==> src/rtl/food_placer.sv <==
// Apple placement controller: samples random grid candidates and scans the snake
// body memory, retrying until a free in-range cell is found or the retry budget runs out.
module food_placer #(
  parameter int unsigned GRID_W    = 80,
  parameter int unsigned GRID_H    = 60,
  parameter int unsigned MAX_RETRY = 200
) (
  input  logic       clk,
  input  logic       reset,
  input  logic [6:0] x_start_grid,
  input  logic [5:0] y_start_grid,
  input  logic       place_req,
  input  logic [6:0] snake_length,
  output logic [5:0] seg_addr,
  input  logic [6:0] seg_x,
  input  logic [5:0] seg_y,
  output logic [6:0] apple_x,
  output logic [5:0] apple_y,
  output logic       apple_valid,
  output logic       place_busy,
  output logic       place_fail
);

  typedef enum logic [1:0] {IDLE, SAMPLE, SCAN, FAIL} state_t;

  localparam logic [7:0] MAX_R = 8'(MAX_RETRY);

  state_t     state_r;
  logic [6:0] cand_x_r;
  logic [5:0] cand_y_r;
  logic [6:0] len_r;
  logic [7:0] attempts_r;
  logic       addr_live_r;
  logic       cmp_valid_r;
  logic [5:0] cmp_idx_r;

  logic       last_addr_s;
  logic       hit_s;
  logic       last_cmp_s;
  logic       samp_oor_s;
  logic [7:0] att_next_s;

  function automatic logic out_of_range(input logic [6:0] x, input logic [5:0] y);
    return (32'(x) >= GRID_W) || (32'(y) >= GRID_H);
  endfunction

  // Compare-stage decode: data on seg_x/seg_y belongs to cmp_idx_r when cmp_valid_r is set
  always_comb begin
    last_addr_s = 1'b0;
    hit_s       = 1'b0;
    last_cmp_s  = 1'b0;
    samp_oor_s  = out_of_range(x_start_grid, y_start_grid);
    att_next_s  = attempts_r + 8'd1;
    if (len_r != 7'd0) begin
      last_addr_s = ({1'b0, seg_addr} == (len_r - 7'd1));
    end else begin
      last_addr_s = 1'b1;
    end
    if (cmp_valid_r) begin
      hit_s      = ((seg_x == cand_x_r) && (seg_y == cand_y_r)) ||
                   ((cmp_idx_r == 6'd0) && out_of_range(cand_x_r, cand_y_r));
      last_cmp_s = ({1'b0, cmp_idx_r} == (len_r - 7'd1));
    end else begin
      hit_s      = 1'b0;
      last_cmp_s = 1'b0;
    end
  end

  // Placement FSM with registered outputs
  always_ff @(posedge clk) begin
    if (reset) begin
      state_r     <= IDLE;
      cand_x_r    <= 7'd0;
      cand_y_r    <= 6'd0;
      len_r       <= 7'd0;
      attempts_r  <= 8'd0;
      addr_live_r <= 1'b0;
      cmp_valid_r <= 1'b0;
      cmp_idx_r   <= 6'd0;
      seg_addr    <= 6'd0;
      apple_x     <= 7'd0;
      apple_y     <= 6'd0;
      apple_valid <= 1'b0;
      place_busy  <= 1'b0;
      place_fail  <= 1'b0;
    end else begin
      case (state_r)
        IDLE: begin
          place_fail <= 1'b0;
          if (place_req) begin
            state_r     <= SAMPLE;
            apple_valid <= 1'b0;
            place_busy  <= 1'b1;
            attempts_r  <= 8'd0;
          end else begin
            state_r <= IDLE;
          end
        end
        SAMPLE: begin
          cand_x_r    <= x_start_grid;
          cand_y_r    <= y_start_grid;
          len_r       <= snake_length;
          seg_addr    <= 6'd0;
          attempts_r  <= att_next_s;
          cmp_valid_r <= 1'b0;
          addr_live_r <= (snake_length != 7'd0);
          if (snake_length == 7'd0) begin
            if (!samp_oor_s) begin
              apple_x     <= x_start_grid;
              apple_y     <= y_start_grid;
              apple_valid <= 1'b1;
              place_busy  <= 1'b0;
              state_r     <= IDLE;
            end else if (att_next_s == MAX_R) begin
              place_fail <= 1'b1;
              state_r    <= FAIL;
            end else begin
              state_r <= SAMPLE;
            end
          end else begin
            state_r <= SCAN;
          end
        end
        SCAN: begin
          cmp_valid_r <= addr_live_r;
          cmp_idx_r   <= seg_addr;
          if (addr_live_r && !last_addr_s) begin
            seg_addr <= seg_addr + 6'd1;
          end else begin
            addr_live_r <= 1'b0;
          end
          if (hit_s) begin
            // Drop whatever read is still in flight; SAMPLE restarts the scan
            addr_live_r <= 1'b0;
            cmp_valid_r <= 1'b0;
            if (attempts_r == MAX_R) begin
              place_fail <= 1'b1;
              state_r    <= FAIL;
            end else begin
              state_r <= SAMPLE;
            end
          end else if (last_cmp_s) begin
            apple_x     <= cand_x_r;
            apple_y     <= cand_y_r;
            apple_valid <= 1'b1;
            place_busy  <= 1'b0;
            addr_live_r <= 1'b0;
            cmp_valid_r <= 1'b0;
            state_r     <= IDLE;
          end else begin
            state_r <= SCAN;
          end
        end
        FAIL: begin
          place_fail <= 1'b0;
          place_busy <= 1'b0;
          state_r    <= IDLE;
        end
        default: begin
          state_r <= IDLE;
        end
      endcase
    end
  end

endmodule

==> config.mk <==
export PLATFORM = sky130hd
export DESIGN_NAME = food_placer
export DESIGN_NICKNAME = d
export VERILOG_FILES = /design/src/rtl/food_placer.sv
export SDC_FILE = /design/constraint.sdc
export NUM_CORES = 1
export LEC_CHECK = 0
export ABC_AREA = 1
export CAP_MARGIN = 20
export CORE_UTILIZATION = 50
export CTS_BUF_LIST = sky130_fd_sc_hd__clkbuf_8
export DETAILED_ROUTE_END_ITERATION = 8
export PLACE_DENSITY = 0.85
export SYNTH_ARGS = -nofsm -noshare
export SYNTH_HDL_FRONTEND = slang
export SYNTH_SLANG_ARGS = --single-unit
==> constraint.sdc <==
create_clock -name clk -period 1.98 [get_ports clk]
set_clock_uncertainty 0.1 [all_clocks]
set_input_delay 0.297 -clock clk [delete_from_list [all_inputs] [get_ports clk]]
set_output_delay 0.297 -clock clk [all_outputs]
set_load 0.02 [all_outputs]
==> impl_metrics.env, run 1 <==
export IMPL_via_count=3893
export IMPL_worstHoldPathCells=3
export IMPL_crit_type="register to register"
export IMPL_ys_warn_count=0
export IMPL_switchingPower_uw=1030
export IMPL_max_cap_violations=0
export IMPL_first_iter_violations=264
export IMPL_finalSetupViolCount=24
export IMPL_first_pass_iters=5
export IMPL_cts_sinks=60
export IMPL_setup_tns_ps=-2590
export IMPL_violations="negative setup slack"
export IMPL_synth_edf_count=0
export IMPL_drc=0
export IMPL_cts_root_buf="clkbuf_8"
export IMPL_async_flop_share=0
export IMPL_holdWs_ps=405
export IMPL_powerDensity_nw_per_um2=661
export IMPL_slew_headroom=0.644
export IMPL_path_max_fanout=7
export IMPL_required_ps=2170
export IMPL_clk_pin_slew_ps=80
export IMPL_place_hpwl_mm=6.19
export IMPL_finalCritPeriodShare=1.08
export IMPL_grt_pass1_wl_mm=14.8
export IMPL_holdBufCountCts=0
export IMPL_r2r_slack_ps=-150
export IMPL_clock_latency_ps=360
export IMPL_hold_viol_final=0
export IMPL_grt_pass1_vias=3425
export IMPL_arrival_ps=2330
export IMPL_portBuffers=57
export IMPL_syn_nets=597
export IMPL_grt_total_usage=0.256
export IMPL_p_leak_uw=0.00214
export IMPL_wire_per_inst_um=13.5
export IMPL_synth_seq_cells=60
export IMPL_r2r_end="apple_x[3]$_SDFFE_PP0P_"
export IMPL_syn_area_um2=3460
export IMPL_synth_common_cells="nand2_1, inv_1, nor2_1, dfxtp_1, o21ai_0"
export IMPL_endpoint_kind="register"
export IMPL_use_met1=0.313
export IMPL_min_to="cand_y_r[1]$_SDFFE_PP0P_"
export IMPL_core_um2=6490
export IMPL_rsz0062_at_grt="yes"
export IMPL_status="finished, violations left"
export IMPL_area_growth_pct=38.9
export IMPL_fmax_ghz=0.469
export IMPL_ios=58
export IMPL_htreeDepth=3
export IMPL_fin_ws_ps=-152
export IMPL_seqPwrFrac=0.426
export IMPL_synth_cell_types=31
export IMPL_grt_max_degree=49
export IMPL_diodes=0
export IMPL_worst_pin_slew_ps=532
export IMPL_yosysMostFrequentCell="nand2_1"
export IMPL_min_from="y_start_grid[1]"
export IMPL_regArea_um2=1200
export IMPL_switching_share=0.325
export IMPL_critPathLaunchType="register"
export IMPL_antenna_found_initial=0
export IMPL_placement_rows=29
export IMPL_grt_busiest_layer="met2"
export IMPL_cts_tree="done"
export IMPL_overflow=0
export IMPL_numCtsBuffers=9
export IMPL_period_needed_ps=2130
export IMPL_worstSetupStartpoint="len_r[1]$_SDFFE_PP0P_"
export IMPL_comb_power_share=0.264
export IMPL_synthCells=552
export IMPL_rr_startpoint="len_r[1]$_SDFFE_PP0P_"
export IMPL_ant_nets=0
export IMPL_fill_cells=468
export IMPL_slew_viol_final=0
export IMPL_synth_sequential_area_ratio=0.347
export IMPL_die_y_um=85.2
export IMPL_start_util=0.532
export IMPL_pwr_share_clk=0.310
export IMPL_worstRegToRegCells=14
export IMPL_min_path_type="primary input to register"
export IMPL_syn_avg_cell_area_um2=6.26
export IMPL_use_met3=0.0447
export IMPL_synthDominantCellAreaShare=0.347
export IMPL_design_die_area_um2=7250
export IMPL_vdd_drop_max_uv=465
export IMPL_netlist_top_cells_area="dfxtp_1, nand2_1, inv_1, nor2_1, o21ai_0"
export IMPL_viasPerCell=5.37
export IMPL_ys_flop_type="dfxtp_1"
export IMPL_fp_dieW_um=85.2
export IMPL_drive_gt1_frac=0.191
export IMPL_gr_usage_met2=0.432
export IMPL_gp_congestion=0.870
export IMPL_multiInputGateArea_um2=2060
export IMPL_yosys_area_top_type="dfxtp_1"
export IMPL_clockBufferDepth=2
export IMPL_totalWireLength_mm=9.77
export IMPL_intPower_uw=2140
export IMPL_nNetsFinal=688
## layout by cell type, fill, tap and decap left out, types with 7 or more instances in the layout
| cell | netlist | routed |
|---|---|---|
| inv_1 | 80 | 79 |
| ha_1 | 9 | 8 |
| nand2_2 | 4 | 17 |
| clkbuf_8 | 0 | 10 |
| dfxtp_1 | 60 | 58 |
| a21oi_1 | 42 | 38 |
| clkdlybuf4s50_1 | 0 | 57 |
| nand3_1 | 34 | 29 |
| nand4_1 | 7 | 7 |
| buf_4 | 1 | 31 |
| nor2_1 | 68 | 53 |
| o21ai_0 | 49 | 45 |
| nand2_1 | 144 | 127 |
| nor2_2 | 2 | 14 |
## final cells by class
type                       count  share of cell area
tap                           77              0.0201
inverter                      84              0.0656
multi-input combinational    390               0.428
clock inverter                 6             0.00651
timing repair buffer          98               0.200
clock buffer                  10              0.0287
sequential                    60               0.251
## registers in the layout, indices dropped and copies added, names as in the netlist, 2 cells and up
register    cells
apple_x         7
apple_y         6
attempts_r      8
cand_x_r        7
cand_y_r        6
cmp_idx_r       6
len_r           7
seg_addr        6
state_r         2
## per-layer routing
| layer | up-vias | wire length [µm] |
|---|---|---|
| met3 | 35 | 647 |
| met4 | 0 | 333 |
| met5 | - | 0 |
| li1 | 1926 | - |
| met2 | 174 | 4650 |
| met1 | 1758 | 4140 |
## through the flow
step / utilization / cell area, µm² / instances / setup slack, ps / power, µW
floorplan: - / 3460 / 552 / 34.6 / 1800
global placement: 0.662 / 4300 / 699 / -176 / 2060
detailed placement: 0.662 / 4300 / 699 / -211 / 2090
CTS: 0.702 / 4560 / 717 / -124 / 3080
global route: 0.740 / 4800 / 725 / -243 / 3310
finish: 0.740 / 4800 / 725 / -152 / 3170
## power groups by stage
stage / Combinational [µW] / Sequential [µW] / Clock, µW
2_1_floorplan: 395 / 1400 / 0
3_3_place_gp: 686 / 1370 / 0
3_5_place_dp: 710 / 1380 / 0
4_1_cts: 745 / 1350 / 985
5_1_grt: 913 / 1360 / 1030
6_report: 837 / 1350 / 984
## cells by family after synthesis
| group | after synthesis | share of synthesized area |
|---|---|---|
| AND/OR/NAND/NOR | 277 | 0.343 |
| buffers and inverters | 102 | 0.114 |
| AO/OA/AOI/OAI | 96 | 0.142 |
| flip-flops | 60 | 0.347 |
| adder cells (fa/ha/maj) | 9 | 0.0326 |
| XOR/XNOR | 8 | 0.0203 |
## how the worst max path moves through the flow
stage / to / slack [ps] / cells past startpoint
finish: apple_x[3]$_SDFFE_PP0P_ / -150 / 14
global route: apple_y[4]$_SDFFE_PP0P_ / -240 / 17
CTS: apple_x[3]$_SDFFE_PP0P_ / -120 / 14
detailed placement: apple_x[1]$_SDFFE_PP0P_ / -210 / 15
global placement: apple_x[2]$_SDFFE_PP0P_ / -180 / 15
floorplan: apple_x[0]$_SDFFE_PP0P_ / 30 / 13
## critical path, stage by stage (launching register included)
cell     delay [ps]
dfxtp_2         340
inv_2            50
ha_4            250
nand2_2          60
nand2_2          50
nor3_2          180
nand2_1         110
nor2_2          130
nand3_2         130
nand2_4         100
nand4_4         160
buf_12          200
nand2_2          50
nand2_2          50
nor2_2          110
## what timing repair did
action | 4_1_cts | 5_1_grt
gates resized for setup | 15 | 55
pin swaps | 11 | 23
setup endpoints to repair | 24 | 25
cloned | 1 | 2
setup buffers | 1 | 7
Note: power is estimated with default switching activity, not from simulation.
==> run 2, diff against run 1 <==
--- a/config.mk
+++ b/config.mk
@@ -7,6 +7,7 @@
 export LEC_CHECK = 0
 export ABC_AREA = 1
 export CAP_MARGIN = 20
+export CORE_MARGIN = 5
 export CORE_UTILIZATION = 50
 export CTS_BUF_LIST = sky130_fd_sc_hd__clkbuf_8
 export DETAILED_ROUTE_END_ITERATION = 8
==> run 2 against run 1 <==
  * The run still ends with negative setup slack left
  * Critical endpoint is now apple_y[1]$_SDFFE_PP0P_
  * Sequential share of layout area up 0.20 points
  * Fmax grew 3.0%
  * Total power grew 8.0%
  * Die area up 20%
  * Non-clock buffer count is 7 lower
  * Worst hold slack got worse by 28 ps
  * Global-route usage decreased by 3.9 points
  * Setup slack improved by 62 ps
  * Final cell count decreased by 0.55%
  * Core utilization decreased by 3.4 points
==> impl_metrics.env, run 2 (synthesis gave the netlist of run 1 again) <==
export IMPL_clockBufferDepth=2
export IMPL_nNetsFinal=681
export IMPL_clock_latency_ps=350
export IMPL_p_leak_uw=0.00213
export IMPL_grt_busiest_layer="met2"
export IMPL_gr_usage_met2=0.371
export IMPL_finalCritPeriodShare=1.05
export IMPL_min_to="apple_valid$_SDFFE_PP0P_"
export IMPL_holdWs_ps=377
export IMPL_grt_total_usage=0.217
export IMPL_crit_type="register to register"
export IMPL_drive_gt1_frac=0.190
export IMPL_r2r_slack_ps=-90
export IMPL_required_ps=2160
export IMPL_overflow=0
export IMPL_wire_per_inst_um=13.5
export IMPL_finalPower_uw=3430
export IMPL_period_needed_ps=2070
export IMPL_start_util=0.512
export IMPL_largest_reg_flops=8
export IMPL_fin_area_um2=4770
export IMPL_worstRegToRegCells=14
export IMPL_finalSetupViolCount=14
export IMPL_place_area_um2=4290
export IMPL_totalWireLength_mm=9.74
export IMPL_rr_startpoint="len_r[0]$_SDFFE_PP0P_"
export IMPL_grt_max_degree=37
export IMPL_endpoint_kind="register"
export IMPL_fin_ws_ps=-90.3
export IMPL_intPower_uw=2360
export IMPL_min_path_type="register to register"
export IMPL_design_die_area_um2=8680
export IMPL_path_max_fanout=7
export IMPL_worstHoldPathCells=2
export IMPL_cts_root_buf="clkbuf_8"
export IMPL_rsz0062_at_grt="yes"
export IMPL_diodes=0
export IMPL_slew_viol_final=0
export IMPL_status="finished, violations left"
export IMPL_ant_nets=0
export IMPL_use_met3=0.0370
export IMPL_drc=0
export IMPL_vdd_drop_max_uv=344
export IMPL_final_common_cell="nand2_1"
export IMPL_pwr_share_clk=0.367
export IMPL_switchingPower_uw=1060
export IMPL_slew_headroom=0.715
export IMPL_cts_sinks=60
export IMPL_portBuffers=57
export IMPL_final_cell_mix="nand2_1, inv_1, dfxtp_1, clkdlybuf4s50_1, nor2_1"
export IMPL_fp_dieW_um=93.2
export IMPL_htreeDepth=3
export IMPL_max_cap_violations=0
export IMPL_violations="negative setup slack"
export IMPL_arrival_ps=2250
export IMPL_viasPerCell=5.28
export IMPL_core_um2=6760
export IMPL_clk_pin_slew_ps=80
export IMPL_cts_tree="done"
export IMPL_r2r_end="apple_y[1]$_SDFFE_PP0P_"
export IMPL_gp_congestion=0.874
export IMPL_fmax_ghz=0.483
export IMPL_ios=58
export IMPL_area_growth_pct=38.0
export IMPL_placement_rows=30
export IMPL_antenna_found_initial=0
export IMPL_switching_share=0.310
export IMPL_hold_viol_final=0
export IMPL_comb_power_share=0.238
export IMPL_die_y_um=93.2
export IMPL_place_hpwl_mm=6.64
export IMPL_min_from="apple_valid$_SDFFE_PP0P_"
export IMPL_first_iter_violations=218
export IMPL_worst_pin_slew_ps=424
export IMPL_grt_pass1_wl_mm=15.2
export IMPL_seqPwrFrac=0.395
export IMPL_finish_utilization=0.706
export IMPL_grt_pass1_vias=3462
export IMPL_critPathLaunchType="register"
export IMPL_first_pass_iters=7
export IMPL_powerDensity_nw_per_um2=718
export IMPL_regMostFlops="attempts_r"
export IMPL_numCtsBuffers=9
export IMPL_use_met1=0.261
export IMPL_via_count=3804
export IMPL_fill_cells=513
## run 2: routing by layer
metal	up-vias	share of wire	wire, µm
li1	1908	-	-
met1	1725	0.39	3850
met2	140	0.51	4980
met3	31	0.067	649
met4	0	0.028	269
met5	-	0	0
## run 2: per-stage QoR
step                      TNS (ps)  setup slack (ps)  std cells
after global placement       -1870              -144        702
final                         -799             -90.3        721
after detailed placement     -3420              -212        702
after CTS                        0              5.45        718
after global routing         -2740              -188        721
after floorplan                  0              34.6        552
## run 2: repair_timing
item | CTS | global route
setup endpoints to repair | 22 | 32
gates resized for setup | 9 | 55
cloned | 0 | 2
pin swaps | 4 | 13
buffers inserted | 0 | 2
hold endpoints to repair | 0 | 0
hold buffers | 0 | 0
## run 2: critical path: stages (launching register included)
cell and delay [ps]:
dfxtp_2 320, inv_2 70, ha_4 160, buf_4 110, nand3_1 90, nand3_1 110
nand2_1 80, nor2_2 180, nand3_4 110, nand2_4 80, nand4_4 140, buf_12 200
nand2_2 50, nand2_2 40, nor2_1 140
## run 2: power by group through the flow
stage               registers, µW  clock network, µW  logic [µW]
finish                       1350               1260         816
CTS                          1350               1260         719
global placement             1370                  0         681
floorplan                    1400                  0         395
global route                 1360               1320         895
detailed placement           1370                  0         698
## run 2: final cells by class
cell class                      instances  area, µm²  area share
Timing Repair Buffer                   91        881       0.185
Multi-Input combinational cell        390       2050       0.429
Inverter                               84        315      0.0661
Sequential cell                        60       1200       0.253
Tap cell                               80        100      0.0210
Clock buffer                            9        124      0.0260
Clock inverter                          7       98.8      0.0207
## run 2: worst max path at each step
stage,from,to,cells past startpoint
finish,len_r[0]$_SDFFE_PP0P_,apple_y[1]$_SDFFE_PP0P_,14
global route,len_r[1]$_SDFFE_PP0P_,apple_x[6]$_SDFFE_PP0P_,14
CTS,len_r[0]$_SDFFE_PP0P_,seg_addr[2]$_SDFFE_PP0P_,12
detailed placement,snake_length[6],apple_y[1]$_SDFFE_PP0P_,11
global placement,snake_length[6],apple_x[5]$_SDFFE_PP0P_,10
floorplan,len_r[0]$_SDFFE_PP0P_,apple_x[0]$_SDFFE_PP0P_,13
==> run 3, diff against run 2 <==
--- a/config.mk
+++ b/config.mk
@@ -7,11 +7,13 @@
 export LEC_CHECK = 0
 export ABC_AREA = 1
 export CAP_MARGIN = 20
+export CORE_ASPECT_RATIO = 1.2
 export CORE_MARGIN = 5
 export CORE_UTILIZATION = 50
 export CTS_BUF_LIST = sky130_fd_sc_hd__clkbuf_8
 export DETAILED_ROUTE_END_ITERATION = 8
 export PLACE_DENSITY = 0.85
+export SKIP_CTS_REPAIR_TIMING = 1
 export SYNTH_ARGS = -nofsm -noshare
 export SYNTH_HDL_FRONTEND = slang
 export SYNTH_SLANG_ARGS = --single-unit
==> run 3 against run 2 <==
  * Fmax is essentially flat
  * The flow still finishes with violations (negative setup slack)
  * Global-route usage rose by 0.65 points
  * Critical endpoint is now seg_addr[3]$_SDFFE_PP0P_
  * Sequential share of layout area up 0.44 points
  * Design area fell by 1.6%
  * Total power decreased by 1.8%
  * Highest routed layer unchanged
  * Wire length decreased by 1.0%
  * Combinational power shrank 6.1%
  * Largest power group unchanged
  * Die area about the same
==> impl_metrics.env, run 3 (synthesis gave the netlist of run 1 again) <==
export IMPL_nNetsFinal=684
export IMPL_antenna_found_initial=0
export IMPL_cts_tree="done"
export IMPL_crit_path_max_incr_delay_ps=330
export IMPL_cp_top_family="simple AND/OR/NAND/NOR gates"
export IMPL_vdd_drop_max_uv=407
export IMPL_worstHoldPathCells=2
export IMPL_r2r_end="seg_addr[3]$_SDFFE_PP0P_"
export IMPL_diodes=0
export IMPL_placement_rows=33
export IMPL_min_path_type="register to register"
export IMPL_overflow=0
export IMPL_seqPwrFrac=0.402
export IMPL_clock_latency_ps=350
export IMPL_required_ps=2160
export IMPL_finalPower_uw=3360
export IMPL_final_cell_mix="nand2_1, inv_1, nor2_1"
export IMPL_rr_startpoint="len_r[1]$_SDFFE_PP0P_"
export IMPL_critPathLaunchType="register"
export IMPL_finalCritPeriodShare=1.05
export IMPL_cp_num_buf_inv=3
export IMPL_area_growth_pct=35.7
export IMPL_p_leak_uw=0.00213
export IMPL_period_needed_ps=2070
export IMPL_viasPerCell=5.19
export IMPL_status="finished, violations left"
export IMPL_min_to="apple_valid$_SDFFE_PP0P_"
export IMPL_fp_dieW_um=85.9
export IMPL_powerDensity_nw_per_um2=717
export IMPL_violations="negative setup slack"
export IMPL_wire_per_inst_um=13.2
export IMPL_grt_total_usage=0.223
export IMPL_gp_congestion=0.927
export IMPL_grt_busiest_layer="met2"
export IMPL_final_common_cell="nand2_1"
export IMPL_max_cap_violations=0
export IMPL_ant_nets=0
export IMPL_regMostFlops="attempts_r"
export IMPL_switchingPower_uw=1010
export IMPL_cts_root_buf="clkbuf_8"
export IMPL_drive_gt1_frac=0.151
export IMPL_path_max_fanout=4
export IMPL_clk_pin_slew_ps=70
export IMPL_post_place_ws_ps=-215
export IMPL_core_um2=6770
export IMPL_start_util=0.511
export IMPL_totalWireLength_mm=9.65
export IMPL_place_hpwl_mm=6.98
export IMPL_comb_power_share=0.228
export IMPL_clockBufferDepth=2
export IMPL_use_met3=0.0376
export IMPL_rsz0062_at_grt="yes"
export IMPL_largest_reg_flops=8
export IMPL_cts_sinks=60
export IMPL_use_met1=0.228
export IMPL_switching_share=0.302
export IMPL_worstRegToRegCells=12
export IMPL_grt_pass1_wl_mm=15.4
export IMPL_worst_pin_slew_ps=384
export IMPL_endpoint_kind="register"
export IMPL_fin_ws_ps=-89.7
export IMPL_slew_headroom=0.741
export IMPL_gr_usage_met2=0.404
export IMPL_via_count=3797
export IMPL_drc=0
export IMPL_first_pass_iters=5
export IMPL_critPathSlowestCell="dfxtp_2"
export IMPL_design_die_area_um2=8680
export IMPL_setup_tns_ps=-303
export IMPL_intPower_uw=2350
export IMPL_min_from="apple_valid$_SDFFE_PP0P_"
export IMPL_crit_type="register to register"
export IMPL_pwr_share_clk=0.370
export IMPL_htreeDepth=3
export IMPL_ios=58
export IMPL_first_iter_violations=210
export IMPL_fmax_ghz=0.483
export IMPL_slew_viol_final=0
export IMPL_finalSetupViolCount=5
export IMPL_die_y_um=101
export IMPL_numCtsBuffers=9
export IMPL_grt_max_degree=49
export IMPL_grt_pass1_vias=3587
export IMPL_portBuffers=57
export IMPL_arrival_ps=2250
export IMPL_r2r_slack_ps=-90
export IMPL_hold_viol_final=0
export IMPL_crit_chain="inv_2 > ha_4 > buf_6 > or2_4 > nand4_1 > nor2_1 > nand3b_1 > nor2_1 > nor2_2 > buf_6 > nand3b_1 > a21oi_2"
run 3: worst max-delay path by stage:
| stage | from | endpoint | depth (start not counted) |
|---|---|---|---|
| finish | len_r[1]$_SDFFE_PP0P_ | seg_addr[3]$_SDFFE_PP0P_ | 12 |
| global route | len_r[1]$_SDFFE_PP0P_ | seg_addr[3]$_SDFFE_PP0P_ | 12 |
| CTS | len_r[1]$_SDFFE_PP0P_ | seg_addr[2]$_SDFFE_PP0P_ | 12 |
| detailed placement | snake_length[6] | apple_valid$_SDFFE_PP0P_ | 10 |
| global placement | seg_x[0] | apple_x[4]$_SDFFE_PP0P_ | 15 |
| floorplan | len_r[0]$_SDFFE_PP0P_ | apple_x[0]$_SDFFE_PP0P_ | 13 |
run 3: routing by layer:
metal,share of wire,wire length (µm)
met1,0.38,3620
met4,0.058,561
met5,0,0
met2,0.52,5010
met3,0.047,449
run 3: power by group through the flow:
| stage | combinational [µW] | clock (µW) | sequential, µW |
|---|---|---|---|
| 3_5_place_dp | 716 | 0 | 1380 |
| 3_3_place_gp | 693 | 0 | 1370 |
| 6_report | 766 | 1240 | 1350 |
| 2_1_floorplan | 395 | 0 | 1400 |
| 5_1_grt | 850 | 1300 | 1360 |
| 4_1_cts | 724 | 1260 | 1350 |
run 3: through the flow:
step	instance area [µm²]	hold WS, ps	instances	utilization
floorplan	3460	266	552	-
global placement	4340	368	712	0.641
detailed placement	4340	377	712	0.641
CTS	4560	388	728	0.674
global route	4690	413	731	0.693
finish	4690	392	731	0.693
run 3: area by class of cell:
| type | count | area [µm²] |
|---|---|---|
| multi-input cells | 390 | 1950 |
| flip-flops and latches | 60 | 1210 |
| repair buffers | 94 | 892 |
| clock inverters | 7 | 98.8 |
| fillers | 581 | 2080 |
| well taps | 87 | 109 |
| inverters | 84 | 315 |
| clock buffers | 9 | 124 |
run 3: tightest hold or removal path, delay by kind of cell, from the launching register on:
| kind | cells | cell delay, ps |
|---|---|---|
| DFF | 1 | 330 |
| and+or+nand+nor | 1 | 70 |
| AOI/OAI and AO/OA | 1 | 50 |
